File: config.mk
export PLATFORM = sky130hd
export DESIGN_NAME = cm3_matrix_param_decoder_flat
export DESIGN_NICKNAME = d
export VERILOG_FILES = /design/src/rtl/cm3_matrix_param_decoder_if.sv /design/src/rtl/cm3_matrix_param_decoder.sv /design/src/flat_wrapper.sv
export SDC_FILE = /design/constraint.sdc
export NUM_CORES = 1
export LEC_CHECK = 0
export CELL_PAD_IN_SITES_DETAIL_PLACEMENT = 0
export CELL_PAD_IN_SITES_GLOBAL_PLACEMENT = 1
export CORE_ASPECT_RATIO = 0.8
export CORE_UTILIZATION = 16
export CTS_CLUSTER_SIZE = 25
export DETAILED_ROUTE_END_ITERATION = 16
export PLACE_DENSITY_LB_ADDON = 0.1
export SLEW_MARGIN = 20
export SYNTH_ARGS = -nofsm -noshare
export SYNTH_HDL_FRONTEND = slang
export SYNTH_SLANG_ARGS = --single-unit
File: constraint.sdc
create_clock -name HCLK -period 6.3 [get_ports HCLK]
set_clock_uncertainty 0.15 [all_clocks]
set_input_delay 1.26 -clock HCLK [delete_from_list [all_inputs] [get_ports HCLK]]
set_output_delay 1.26 -clock HCLK [all_outputs]
set_load 0.05 [all_outputs]
File: src/rtl/cm3_matrix_param_decoder_if.sv
// Input-stage side of one bus-matrix decoder: address-phase request from the
// input stage and the data-phase response returned to it.
interface cm3_matrix_param_decoder_if #(
    parameter int DW = 32,
    parameter int UW = 32
);
    logic          HREADYS;
    logic          sel_dec;
    logic [21:0]   decode_addr_dec;
    logic [1:0]    trans_dec;
    logic          active_dec;
    logic          HREADYOUTS;
    logic [1:0]    HRESPS;
    logic [DW-1:0] HRDATAS;
    logic [UW-1:0] HRUSERS;

    modport master (
        output HREADYS, sel_dec, decode_addr_dec, trans_dec,
        input  active_dec, HREADYOUTS, HRESPS, HRDATAS, HRUSERS
    );

    modport slave (
        input  HREADYS, sel_dec, decode_addr_dec, trans_dec,
        output active_dec, HREADYOUTS, HRESPS, HRDATAS, HRUSERS
    );
endinterface

File: src/rtl/cm3_matrix_param_decoder.sv
// Bus-matrix output decoder for one input port: region-table address decode,
// data-phase response mux, integrated two-cycle ERROR default slave and error counter.
module cm3_matrix_param_decoder #(
    parameter int                        NUM_PORTS    = 3,
    parameter int                        DW           = 32,
    parameter int                        UW           = 32,
    parameter logic [NUM_PORTS*22-1:0]   REGION_BASE  = {22'h100000, 22'h000040, 22'h000000},
    parameter logic [NUM_PORTS*22-1:0]   REGION_LIMIT = {22'h10003F, 22'h00007F, 22'h00003F},
    parameter int                        CNT_W        = 8
) (
    input  logic                    HCLK,
    input  logic                    HRESETn,
    cm3_matrix_param_decoder_if.slave bus,
    input  logic [NUM_PORTS-1:0]    active_in,
    input  logic [NUM_PORTS-1:0]    readyout_in,
    input  logic [2*NUM_PORTS-1:0]  resp_in,
    input  logic [DW*NUM_PORTS-1:0] rdata_in,
    input  logic [UW*NUM_PORTS-1:0] ruser_in,
    input  logic                    err_clr,
    output logic [NUM_PORTS-1:0]    sel_out,
    output logic [CNT_W-1:0]        err_count
);

    localparam int PW = $clog2(NUM_PORTS + 1);
    typedef logic [PW-1:0] port_idx_t;

    // The default slave takes the index just past the last real output stage.
    localparam port_idx_t DFT = port_idx_t'(NUM_PORTS);

    localparam logic [1:0] TRANS_IDLE = 2'b00;
    localparam logic [1:0] RESP_OKAY  = 2'b00;
    localparam logic [1:0] RESP_ERROR = 2'b01;

    typedef enum logic [1:0] {
        DS_IDLE = 2'b00,
        DS_ERR1 = 2'b01,
        DS_ERR2 = 2'b10
    } dft_state_t;

    port_idx_t  addr_port;
    port_idx_t  data_port;
    logic       sel_dft;
    logic       dft_accept;
    logic       err_start;
    logic       dft_ready;
    logic [1:0] dft_resp;
    dft_state_t state;
    dft_state_t state_nxt;

    // Scanning downward lets the lowest matching index overwrite the rest.
    // An IDLE transfer keeps pointing at the stage that owns the data phase.
    always_comb begin
        // NOTE: every combinational output gets a default first so no path leaves it unassigned (no latch).
        addr_port = DFT;
        for (int i = NUM_PORTS - 1; i >= 0; i--) begin
            if (((bus.decode_addr_dec >= REGION_BASE[i*22 +: 22]) &&
                 (bus.decode_addr_dec <= REGION_LIMIT[i*22 +: 22])) ||
                ((data_port == port_idx_t'(i)) && (bus.trans_dec == TRANS_IDLE))) begin
                addr_port = port_idx_t'(i);
            end
        end
    end

    always_comb begin
        sel_out        = '0;
        bus.active_dec = 1'b1;
        for (int i = 0; i < NUM_PORTS; i++) begin
            if (addr_port == port_idx_t'(i)) begin
                sel_out[i]     = bus.sel_dec;
                bus.active_dec = active_in[i];
            end
        end
    end

    assign sel_dft    = bus.sel_dec && (addr_port == DFT);
    assign dft_accept = sel_dft && bus.HREADYS && bus.trans_dec[1];

    always_ff @(posedge HCLK or negedge HRESETn) begin
        // NOTE: clocked state uses non-blocking assignments so every register samples pre-edge values.
        if (!HRESETn) begin
            data_port <= '0;
        end else if (bus.HREADYS) begin
            data_port <= addr_port;
        end
    end

    always_ff @(posedge HCLK or negedge HRESETn) begin
        if (!HRESETn) begin
            state <= DS_IDLE;
        end else begin
            state <= state_nxt;
        end
    end

    // ERROR is two cycles: wait with ERROR, then ready with ERROR.
    always_comb begin
        state_nxt = state;
        dft_ready = 1'b1;
        dft_resp  = RESP_OKAY;
        err_start = 1'b0;
        case (state)
            DS_IDLE: begin
                if (dft_accept) begin
                    state_nxt = DS_ERR1;
                    err_start = 1'b1;
                end
            end
            DS_ERR1: begin
                dft_ready = 1'b0;
                dft_resp  = RESP_ERROR;
                state_nxt = DS_ERR2;
            end
            DS_ERR2: begin
                dft_resp = RESP_ERROR;
                if (dft_accept) begin
                    state_nxt = DS_ERR1;
                    err_start = 1'b1;
                end else begin
                    state_nxt = DS_IDLE;
                end
            end
            default: state_nxt = DS_IDLE;
        endcase
    end

    always_ff @(posedge HCLK or negedge HRESETn) begin
        if (!HRESETn) begin
            err_count <= '0;
        end else if (err_clr) begin
            err_count <= '0;
        end else if (err_start && (err_count != '1)) begin
            err_count <= err_count + CNT_W'(1);
        end
    end

    // Data-phase response follows the stage latched at the last accepted address phase.
    always_comb begin
        bus.HREADYOUTS = dft_ready;
        bus.HRESPS     = dft_resp;
        bus.HRDATAS    = '0;
        bus.HRUSERS    = '0;
        for (int i = 0; i < NUM_PORTS; i++) begin
            if (data_port == port_idx_t'(i)) begin
                bus.HREADYOUTS = readyout_in[i];
                bus.HRESPS     = resp_in[2*i +: 2];
                bus.HRDATAS    = rdata_in[DW*i +: DW];
                bus.HRUSERS    = ruser_in[UW*i +: UW];
            end
        end
    end

endmodule
File: src/flat_wrapper.sv
// flat-port wrapper written by rule: the top's interface ports become plain ports
module cm3_matrix_param_decoder_flat 
#(
    parameter int                        NUM_PORTS    = 3,
    parameter int                        DW           = 32,
    parameter int                        UW           = 32,
    parameter logic [NUM_PORTS*22-1:0]   REGION_BASE  = {22'h100000, 22'h000040, 22'h000000},
    parameter logic [NUM_PORTS*22-1:0]   REGION_LIMIT = {22'h10003F, 22'h00007F, 22'h00003F},
    parameter int                        CNT_W        = 8
)
  (HCLK, HRESETn, active_in, readyout_in, resp_in, rdata_in, ruser_in, err_clr, sel_out, err_count, bus_HREADYS, bus_sel_dec, bus_decode_addr_dec, bus_trans_dec, bus_active_dec, bus_HREADYOUTS, bus_HRESPS, bus_HRDATAS, bus_HRUSERS);
  cm3_matrix_param_decoder_if #(.DW(DW), .UW(UW)) bus_i ();
  input  logic HCLK;
  input  logic HRESETn;
  input  logic [NUM_PORTS-1:0] active_in;
  input  logic [NUM_PORTS-1:0] readyout_in;
  input  logic [2*NUM_PORTS-1:0] resp_in;
  input  logic [DW*NUM_PORTS-1:0] rdata_in;
  input  logic [UW*NUM_PORTS-1:0] ruser_in;
  input  logic err_clr;
  output logic [NUM_PORTS-1:0] sel_out;
  output logic [CNT_W-1:0] err_count;
  input wire logic [$bits(bus_i.HREADYS)-1:0] bus_HREADYS;
  input wire logic [$bits(bus_i.sel_dec)-1:0] bus_sel_dec;
  input wire logic [$bits(bus_i.decode_addr_dec)-1:0] bus_decode_addr_dec;
  input wire logic [$bits(bus_i.trans_dec)-1:0] bus_trans_dec;
  output wire logic [$bits(bus_i.active_dec)-1:0] bus_active_dec;
  output wire logic [$bits(bus_i.HREADYOUTS)-1:0] bus_HREADYOUTS;
  output wire logic [$bits(bus_i.HRESPS)-1:0] bus_HRESPS;
  output wire logic [$bits(bus_i.HRDATAS)-1:0] bus_HRDATAS;
  output wire logic [$bits(bus_i.HRUSERS)-1:0] bus_HRUSERS;
  assign bus_i.HREADYS = bus_HREADYS;
  assign bus_i.sel_dec = bus_sel_dec;
  assign bus_i.decode_addr_dec = bus_decode_addr_dec;
  assign bus_i.trans_dec = bus_trans_dec;
  assign bus_active_dec = bus_i.active_dec;
  assign bus_HREADYOUTS = bus_i.HREADYOUTS;
  assign bus_HRESPS = bus_i.HRESPS;
  assign bus_HRDATAS = bus_i.HRDATAS;
  assign bus_HRUSERS = bus_i.HRUSERS;
  cm3_matrix_param_decoder #(.NUM_PORTS(NUM_PORTS), .DW(DW), .UW(UW), .REGION_BASE(REGION_BASE), .REGION_LIMIT(REGION_LIMIT), .CNT_W(CNT_W)) u_core (.HCLK(HCLK), .HRESETn(HRESETn), .bus(bus_i), .active_in(active_in), .readyout_in(readyout_in), .resp_in(resp_in), .rdata_in(rdata_in), .ruser_in(ruser_in), .err_clr(err_clr), .sel_out(sel_out), .err_count(err_count));
endmodule
== Yosys cells after proc, flatten, opt, wreduce, memory -nomap -nowiden ==
Index checks and enable logic that the tools add are counted.
W data, S select, Z words.

* $add $sub $neg: 1
* Order comparisons: 6
* Equality and inequality tests: 9
* Mux-type cells: 30
* Reduce and logical (&&, ||, !) cells: 20

{| class="wikitable"
|+ Operators by type and width
! cell !! count
|-
| $mux W32 || 6
|-
| $ge A22 B1 Y1 const B || 1
|-
| $ge A22 B21 Y1 const B || 1
|-
| $ge A22 B7 Y1 const B || 1
|-
| $le A22 B21 Y1 const B || 1
|-
| $le A22 B6 Y1 const B || 1
|-
| $le A22 B7 Y1 const B || 1
|-
| $mux W8 || 2
|-
| $mux W1 || 15
|-
| $mux W2 || 6
|-
| $logic_and A1 B1 Y1 || 10
|-
| $add A8 B1 Y8 const B || 1
|-
| $eq A2 B2 Y1 const B || 4
|-
| $logic_not A2 Y1 || 4
|-
| $ne A8 B8 Y1 const B || 1
|-
| $eq A2 B1 Y1 const B || 3
|-
| $pmux W2 S3 || 1
|-
| $reduce_or A2 Y1 || 2
|-
| $logic_or A1 B1 Y1 || 3
|-
| $ne A2 B1 Y1 const B || 1
|-
| $reduce_bool A2 Y1 || 1
|}

* Register bits after elaboration: 12
* Input port bits: 233
* Output and inout bits: 79
* Word-level logic and storage cells: 69

== Depth between registers and ports, before layout ==
Gate-level depths: netlist of run 1.

* Depth after elaboration: 15
* Mapped depth: 7
* Gate-level depth less buffers: 7

== Worst setup path before layout of run 1 ==
Ideal clock, no wire load.

* Path type: in2out
* Start: in bus_trans_dec[1]
* End: out bus_active_dec
* Arrival time: 3.115 ns
* Data required time: 4.890 ns
* Setup slack: 1.775 ns
* Cell stages on the path: 5
* Path buffers: 0
* Cells stage by stage: or4b_1 nand3b_1 o22ai_1 nor2b_4 o41ai_2

* Word-level cells in the longest chain between the ends: 10

{| class="wikitable"
|+ Ends and longest elaborated chain
! item !! line !! text
|-
| from (decl) || flat_wrapper.sv:26 || <nowiki>input wire logic [$bits(bus_i.trans_dec)-1:0] bus_trans_dec;</nowiki>
|-
| $logic_not A2 Y1 (*) || cm3_matrix_param_decoder.sv:58 || <nowiki>((data_port == port_idx_t'(i)) && (bus.trans_dec == TRANS_IDLE))) begin</nowiki>
|-
| $logic_and A1 B1 Y1 || cm3_matrix_param_decoder.sv:58 ||
|-
| $logic_or A1 B1 Y1 || cm3_matrix_param_decoder.sv:57 || <nowiki>(bus.decode_addr_dec <= REGION_LIMIT[i*22 +: 22])) ||</nowiki>
|-
| $mux W1 || cm3_matrix_param_decoder.sv:56 || <nowiki>if (((bus.decode_addr_dec >= REGION_BASE[i*22 +: 22]) &&</nowiki>
|-
| $mux W2 || cm3_matrix_param_decoder.sv:56 ||
|-
| $mux W2 (*) || cm3_matrix_param_decoder.sv:56 ||
|-
| $logic_not A2 Y1 || cm3_matrix_param_decoder.sv:68 || <nowiki>if (addr_port == port_idx_t'(i)) begin</nowiki>
|-
| $mux W1 (2 in series) || cm3_matrix_param_decoder.sv:68 ||
|-
| $mux W1 (*) || cm3_matrix_param_decoder.sv:68 ||
|-
| to (decl) || flat_wrapper.sv:27 || <nowiki>output wire logic [$bits(bus_i.active_dec)-1:0] bus_active_dec;</nowiki>
|}

Mark *: on every way between the ends. The rest lies on a longest branch, timed or not.

== Final worst setup path of run 1 ==
Ends and elaborated chain as after synthesis.

==> impl_metrics.env, run 1 <==
export IMPL_status="complete, no violations"
export IMPL_clock_sinks=12
export IMPL_rr_worst_depth=7
export IMPL_rsz0062_at_grt="false"
export IMPL_cts_hold_buf=0
export IMPL_grt_usage_pct=15.5
export IMPL_cts_root_buf="clkbuf_16"
export IMPL_ys_seq_area_share_pct=13.1
export IMPL_worstMarginPinSlew_ns=0.733
export IMPL_syn_avg_cell_area_um2=7.32
export IMPL_finalNonFillerCells=783
export IMPL_syn2layout_area_growth_pct=144
export IMPL_worst_slack_ns=1.03
export IMPL_cp_start_kind="input pin"
export IMPL_overflow=0
export IMPL_grt_pass1_vias=3442
export IMPL_setup_viol=0
export IMPL_final_util_pct=40.6
export IMPL_nFillCells=1381
export IMPL_drive_above_1_share_pct=3.65
export IMPL_power_total_mw=0.497
export IMPL_p_leak_nw=2.40
export IMPL_hold_viol_final=0
export IMPL_regArea_um2=305
export IMPL_cts_tree="done"
export IMPL_coreArea_um2=13800
export IMPL_fmax_ghz=0.190
export IMPL_hold_path_class="reg -> reg"
export IMPL_synth_flop_cell="dfrtp_1"
export IMPL_final_design_area_no_fill_um2=5590
export IMPL_fin_crit_ns=5.27
export IMPL_dp_hpwl_um=10300
export IMPL_portBuffers=305
export IMPL_fin_crit_sh_pct=83.6
export IMPL_yosys_area_top_type="mux2i_1"
export IMPL_multi_input_area_um2=1880
export IMPL_netlist_top_cells_area="mux2i_1, o21ai_1, dfrtp_1"
export IMPL_synth_nets=552
export IMPL_clk_path_buf_depth=2
export IMPL_post_place_cells=779
export IMPL_setup_tns_ns=0
export IMPL_die_width_um=136
export IMPL_clkTransAtPathRegs_ns=0.04
export IMPL_clk_insertion_delay_late_ns=0.24
export IMPL_vias_per_cell=4.33
export IMPL_holdPathEnd="u_core.state[1]$_DFFE_PN0P_"
export IMPL_drc=0
export IMPL_first_iter_violations=129
export IMPL_dieArea_um2=14800
export IMPL_endpoint_kind="output port"
export IMPL_grt_pass1_wl_um=17800
export IMPL_placed_cell_area_um2=5510
export IMPL_gp_congestion=0.745
export IMPL_reg2reg_setup_slack_ns=4.15
export IMPL_reg2reg_to="u_core.err_count[7]$_DFFE_PN0P_"
export IMPL_row_count=38
export IMPL_antenna_found_initial=0
export IMPL_place_ws_ns=1.05
export IMPL_async_flop_share_pct=100
export IMPL_ir_drop_mv=0.156
export IMPL_startpoint="bus_trans_dec[1]"
export IMPL_synthCells=313
export IMPL_synth_top_area_share_pct=28.8
export IMPL_max_slew_margin_rel_pct=51.1
export IMPL_slew_viol_final=0
export IMPL_cts_buffers=3
export IMPL_dieHeight_um=109
export IMPL_h_tree_depth=1
export IMPL_diodes=0
export IMPL_critical_path_class="in -> out"
export IMPL_ant_nets=0
export IMPL_vias=3393
export IMPL_min_from="u_core.state[1]$_DFFE_PN0P_"
export IMPL_synth_edf_count=0
export IMPL_ys_warn_count=0
export IMPL_dr_pass1_iters=4
export IMPL_ys_seq_elements=12
export IMPL_whs_ns=0.415
export IMPL_required_ns=4.89
export IMPL_drt_total_wl_um=12600
export IMPL_wl_per_cell_um=16.0
export IMPL_post_cts_buffers=0
export IMPL_crit_path_max_fanout=5
export IMPL_power_density_nw_per_um2=88.8
export IMPL_synth_area_um2=2290
export IMPL_finalNetCount=843
export IMPL_min_path_cells=1
export IMPL_initial_utilization_pct=16.6
export IMPL_r2r_start="u_core.state[0]$_DFFE_PN0P_"
export IMPL_cts_resized=0
export IMPL_io_pins=312
export IMPL_grt_max_degree=54
export IMPL_drv_cap=0
export IMPL_worstPathArrival_ns=3.86
export IMPL_yosysUniqueCellTypes=45
[worst max-delay path by stage]
stage	end	slack, ns
5_1_grt	bus_active_dec	0.94
4_1_cts	bus_active_dec	1.03
3_3_place_gp	bus_active_dec	1.05
2_1_floorplan	bus_active_dec	1.77
3_5_place_dp	bus_active_dec	1.05
6_report	bus_active_dec	1.03
[where the power goes]
group	switching, mW	internal, mW	total [mW]
combinational	0.107	0.179	0.285
sequential	0.00869	0.0848	0.0935
clock	0.0326	0.0851	0.118
[critical path, stage by stage]
cell and delay [ns]:
clkdlybuf4s50_1 0.49, or4b_1 0.58, nand3b_1 0.11, o22ai_1 0.12, nor2b_4 0.15, o41ai_2 0.29
clkdlybuf4s50_1 0.86
[per-layer routing]
| layer | part of all wire, % | routed length (um) | track usage, % | vias to the layer above |
|---|---|---|---|---|
| met5 | 0 | 0 | 0 | - |
| met3 | 7.3 | 923 | 3.58 | 8 |
| met2 | 56 | 7050 | 31.6 | 147 |
| met4 | 0.72 | 90 | 1.61 | 0 |
| li1 | - | - | - | 1706 |
| met1 | 36 | 4500 | 16.5 | 1532 |
[Yosys cell counts (2+ instances only)]
master,count
buf_1,3
clkbuf_1,15
nand4_1,2
mux4_2,2
inv_1,5
o21ai_1,67
nor2b_1,2
and3_1,2
o211ai_1,2
ha_1,6
nand3_1,3
buf_2,4
xor2_1,3
nor4_4,3
mux2i_1,66
or4_1,2
a21oi_1,5
dfrtp_1,12
nand2_1,70
o31ai_1,2
or3_1,3
nor2_1,11
[placed cells by master (no fill, tap or decap), drive strengths merged, types with 3 or more instances in the layout]
cell / count
clkdlybuf4s50: 305
nand2: 70
o21ai: 68
mux2i: 66
dfrtp: 12
nor2: 11
ha: 6
inv: 5
a21oi: 5
buf: 4
clkbuf: 4
nor4: 3
or3: 3
nand3: 3
xor2: 3
nor2b: 3
nand4: 3
[flip-flops by register name, summed over array words and instances, names as in the netlist]
signal,count
u_core.err_count,8
u_core.data_port,2
u_core.state,2
[cell type report]
cell class	count	area share [%]
tap	180	4.03
multi-input combinational	273	33.6
inverter	5	0.336
clock buffer	4	1.41
sequential	12	5.46
timing repair buffer	309	55.1
[cell families (layout without fill, tap and decap cells)]
group                      after synthesis  after routing  synth area share [%]
DFF                                     12             12                  13.1
muxes                                   70             70                  31.8
buffers and inverters                   28            318                  5.13
xor gates and xnor gates                 3              3                  1.15
and+or+nand+nor                        108            108                  24.0
AOI/OAI and AO/OA                       86             86                  21.6
adders and majority gates                6              6                  3.28
No activity file was read; power rests on OpenSTA's default activity.
==> run 2: changes to the inputs <==
CORE_UTILIZATION = 15   (was 16)
clock period = 5.1 ns   (was 6.3 ns; I/O delays follow)
==> run 2 against run 1 <==
Effect of this change: final area is 0.25% higher; utilization is 3.1 points lower; critical path depth is 1 lower; via count is 2.2% higher; largest power group unchanged.
==> impl_metrics.env, run 2 (synthesis results as in run 1) <==
export IMPL_status="complete, no violations"
export IMPL_cts_root_buf="clkbuf_16"
export IMPL_placed_cell_area_um2=5530
export IMPL_final_cell_mix="clkdlybuf4s50_1, nand2_1, o21ai_1, mux2i_1, nor2_1"
export IMPL_io_pins=312
export IMPL_cts_buffers=3
export IMPL_p_leak_nw=2.40
export IMPL_post_cts_buffers=0
export IMPL_cts_hold_buf=0
export IMPL_fin_crit_sh_pct=89.6
export IMPL_clkTransAtPathRegs_ns=0.05
export IMPL_clk_insertion_delay_late_ns=0.24
export IMPL_overflow=0
export IMPL_grt_max_degree=71
export IMPL_drive_above_1_share_pct=3.65
export IMPL_die_width_um=140
export IMPL_worst_slack_ns=0.531
export IMPL_portBuffers=305
export IMPL_h_tree_depth=1
export IMPL_drc=0
export IMPL_vias_per_cell=4.38
export IMPL_fin_crit_ns=4.57
export IMPL_ant_nets=0
export IMPL_initial_utilization_pct=15.3
export IMPL_finalNetCount=842
export IMPL_power_density_nw_per_um2=110
export IMPL_nFillCells=1539
export IMPL_grt_pass1_vias=3423
export IMPL_dr_pass1_iters=5
export IMPL_grt_pass1_wl_um=18900
export IMPL_hold_path_class="reg -> reg"
export IMPL_hold_viol_final=0
export IMPL_fmax_ghz=0.219
export IMPL_critical_path_class="in -> out"
export IMPL_vias=3466
export IMPL_final_common_cell="clkdlybuf4s50_1"
export IMPL_max_slew_margin_rel_pct=48.2
export IMPL_regMostFlops="u_core.err_count"
export IMPL_worstMarginPinSlew_ns=0.778
export IMPL_syn2layout_area_growth_pct=145
export IMPL_drt_total_wl_um=12500
export IMPL_worstPathArrival_ns=3.40
export IMPL_dieHeight_um=113
export IMPL_largest_reg_flops=8
export IMPL_rsz0062_at_grt="false"
export IMPL_largestRegisters="u_core.err_count x8, u_core.data_port x2, u_core.state x2"
export IMPL_required_ns=3.93
export IMPL_row_count=40
export IMPL_power_total_mw=0.618
export IMPL_antenna_found_initial=0
export IMPL_dp_hpwl_um=10200
export IMPL_endpoint_kind="output port"
export IMPL_ir_drop_mv=0.0784
export IMPL_cts_resized=0
export IMPL_gp_congestion=0.750
export IMPL_coreArea_um2=15000
export IMPL_slew_viol_final=0
export IMPL_whs_ns=0.399
export IMPL_place_ws_ns=0.497
export IMPL_cp_start_kind="input pin"
export IMPL_setup_tns_ns=0
export IMPL_crit_path_max_fanout=5
export IMPL_drv_cap=0
export IMPL_clock_sinks=12
export IMPL_dieArea_um2=15800
export IMPL_final_design_area_no_fill_um2=5610
export IMPL_clk_path_buf_depth=2
export IMPL_diodes=0
export IMPL_setup_viol=0
export IMPL_wl_per_cell_um=15.8
export IMPL_first_iter_violations=132
export IMPL_cts_tree="done"
export IMPL_grt_usage_pct=15.2
## run 2: worst max-delay path, stage by stage
cell	delay, ns
clkdlybuf4s50_1	0.45
nor4_4	0.41
nand4_4	0.20
o22ai_1	0.31
and3_1	0.20
clkdlybuf4s50_1	0.80
## run 2: final timing paths
kind                                            startpoint                              end  slack [ns]  depth (start not counted)
setup / recovery                   bus_decode_addr_dec[15]                       sel_out[2]        0.53                          6
hold / removal                 u_core.state[1]$_DFFE_PN0P_      u_core.state[1]$_DFFE_PN0P_        0.40                          1
setup reg to reg           u_core.data_port[0]$_DFFE_PN0P_  u_core.data_port[0]$_DFFE_PN0P_        2.85                          5
hold reg to reg                u_core.state[1]$_DFFE_PN0P_      u_core.state[1]$_DFFE_PN0P_        0.40                          1
max in group asynchronous                          HRESETn  u_core.data_port[0]$_DFFE_PN0P_        3.33                          1
min in group asynchronous                          HRESETn  u_core.err_count[1]$_DFFE_PN0P_        1.01                          1
## run 2: cell type report
cell class | count | area, um2 | share of cell area [%]
Timing Repair Buffer | 308 | 3090 | 55.0
Clock buffer | 4 | 78.8 | 1.41
Multi-Input combinational cell | 273 | 1880 | 33.5
Sequential cell | 12 | 305 | 5.45
Inverter | 5 | 18.8 | 0.335
Tap cell | 189 | 236 | 4.22
## run 2: through the flow
stage | instances | util [%]
finish | 791 | 37.5
global route | 791 | 37.5
CTS | 791 | 37.5
detailed placement | 787 | 36.9
global placement | 787 | 36.9
floorplan | 313 | -
## run 2: power breakdown
group          total (mW)  switching, mW  internal [mW]
clock network       0.147         0.0417          0.105
logic               0.357          0.136          0.221
registers           0.114        0.00959          0.105
## run 2: per-layer routing
metal / part of all wire (%) / up-vias / global-route usage (%)
met1: 38 / 1563 / 16.7
met3: 8.7 / 18 / 4.35
li1: - / 1704 / -
met5: 0 / - / 0
met4: 2.4 / 0 / 4.18
met2: 51 / 181 / 28.4
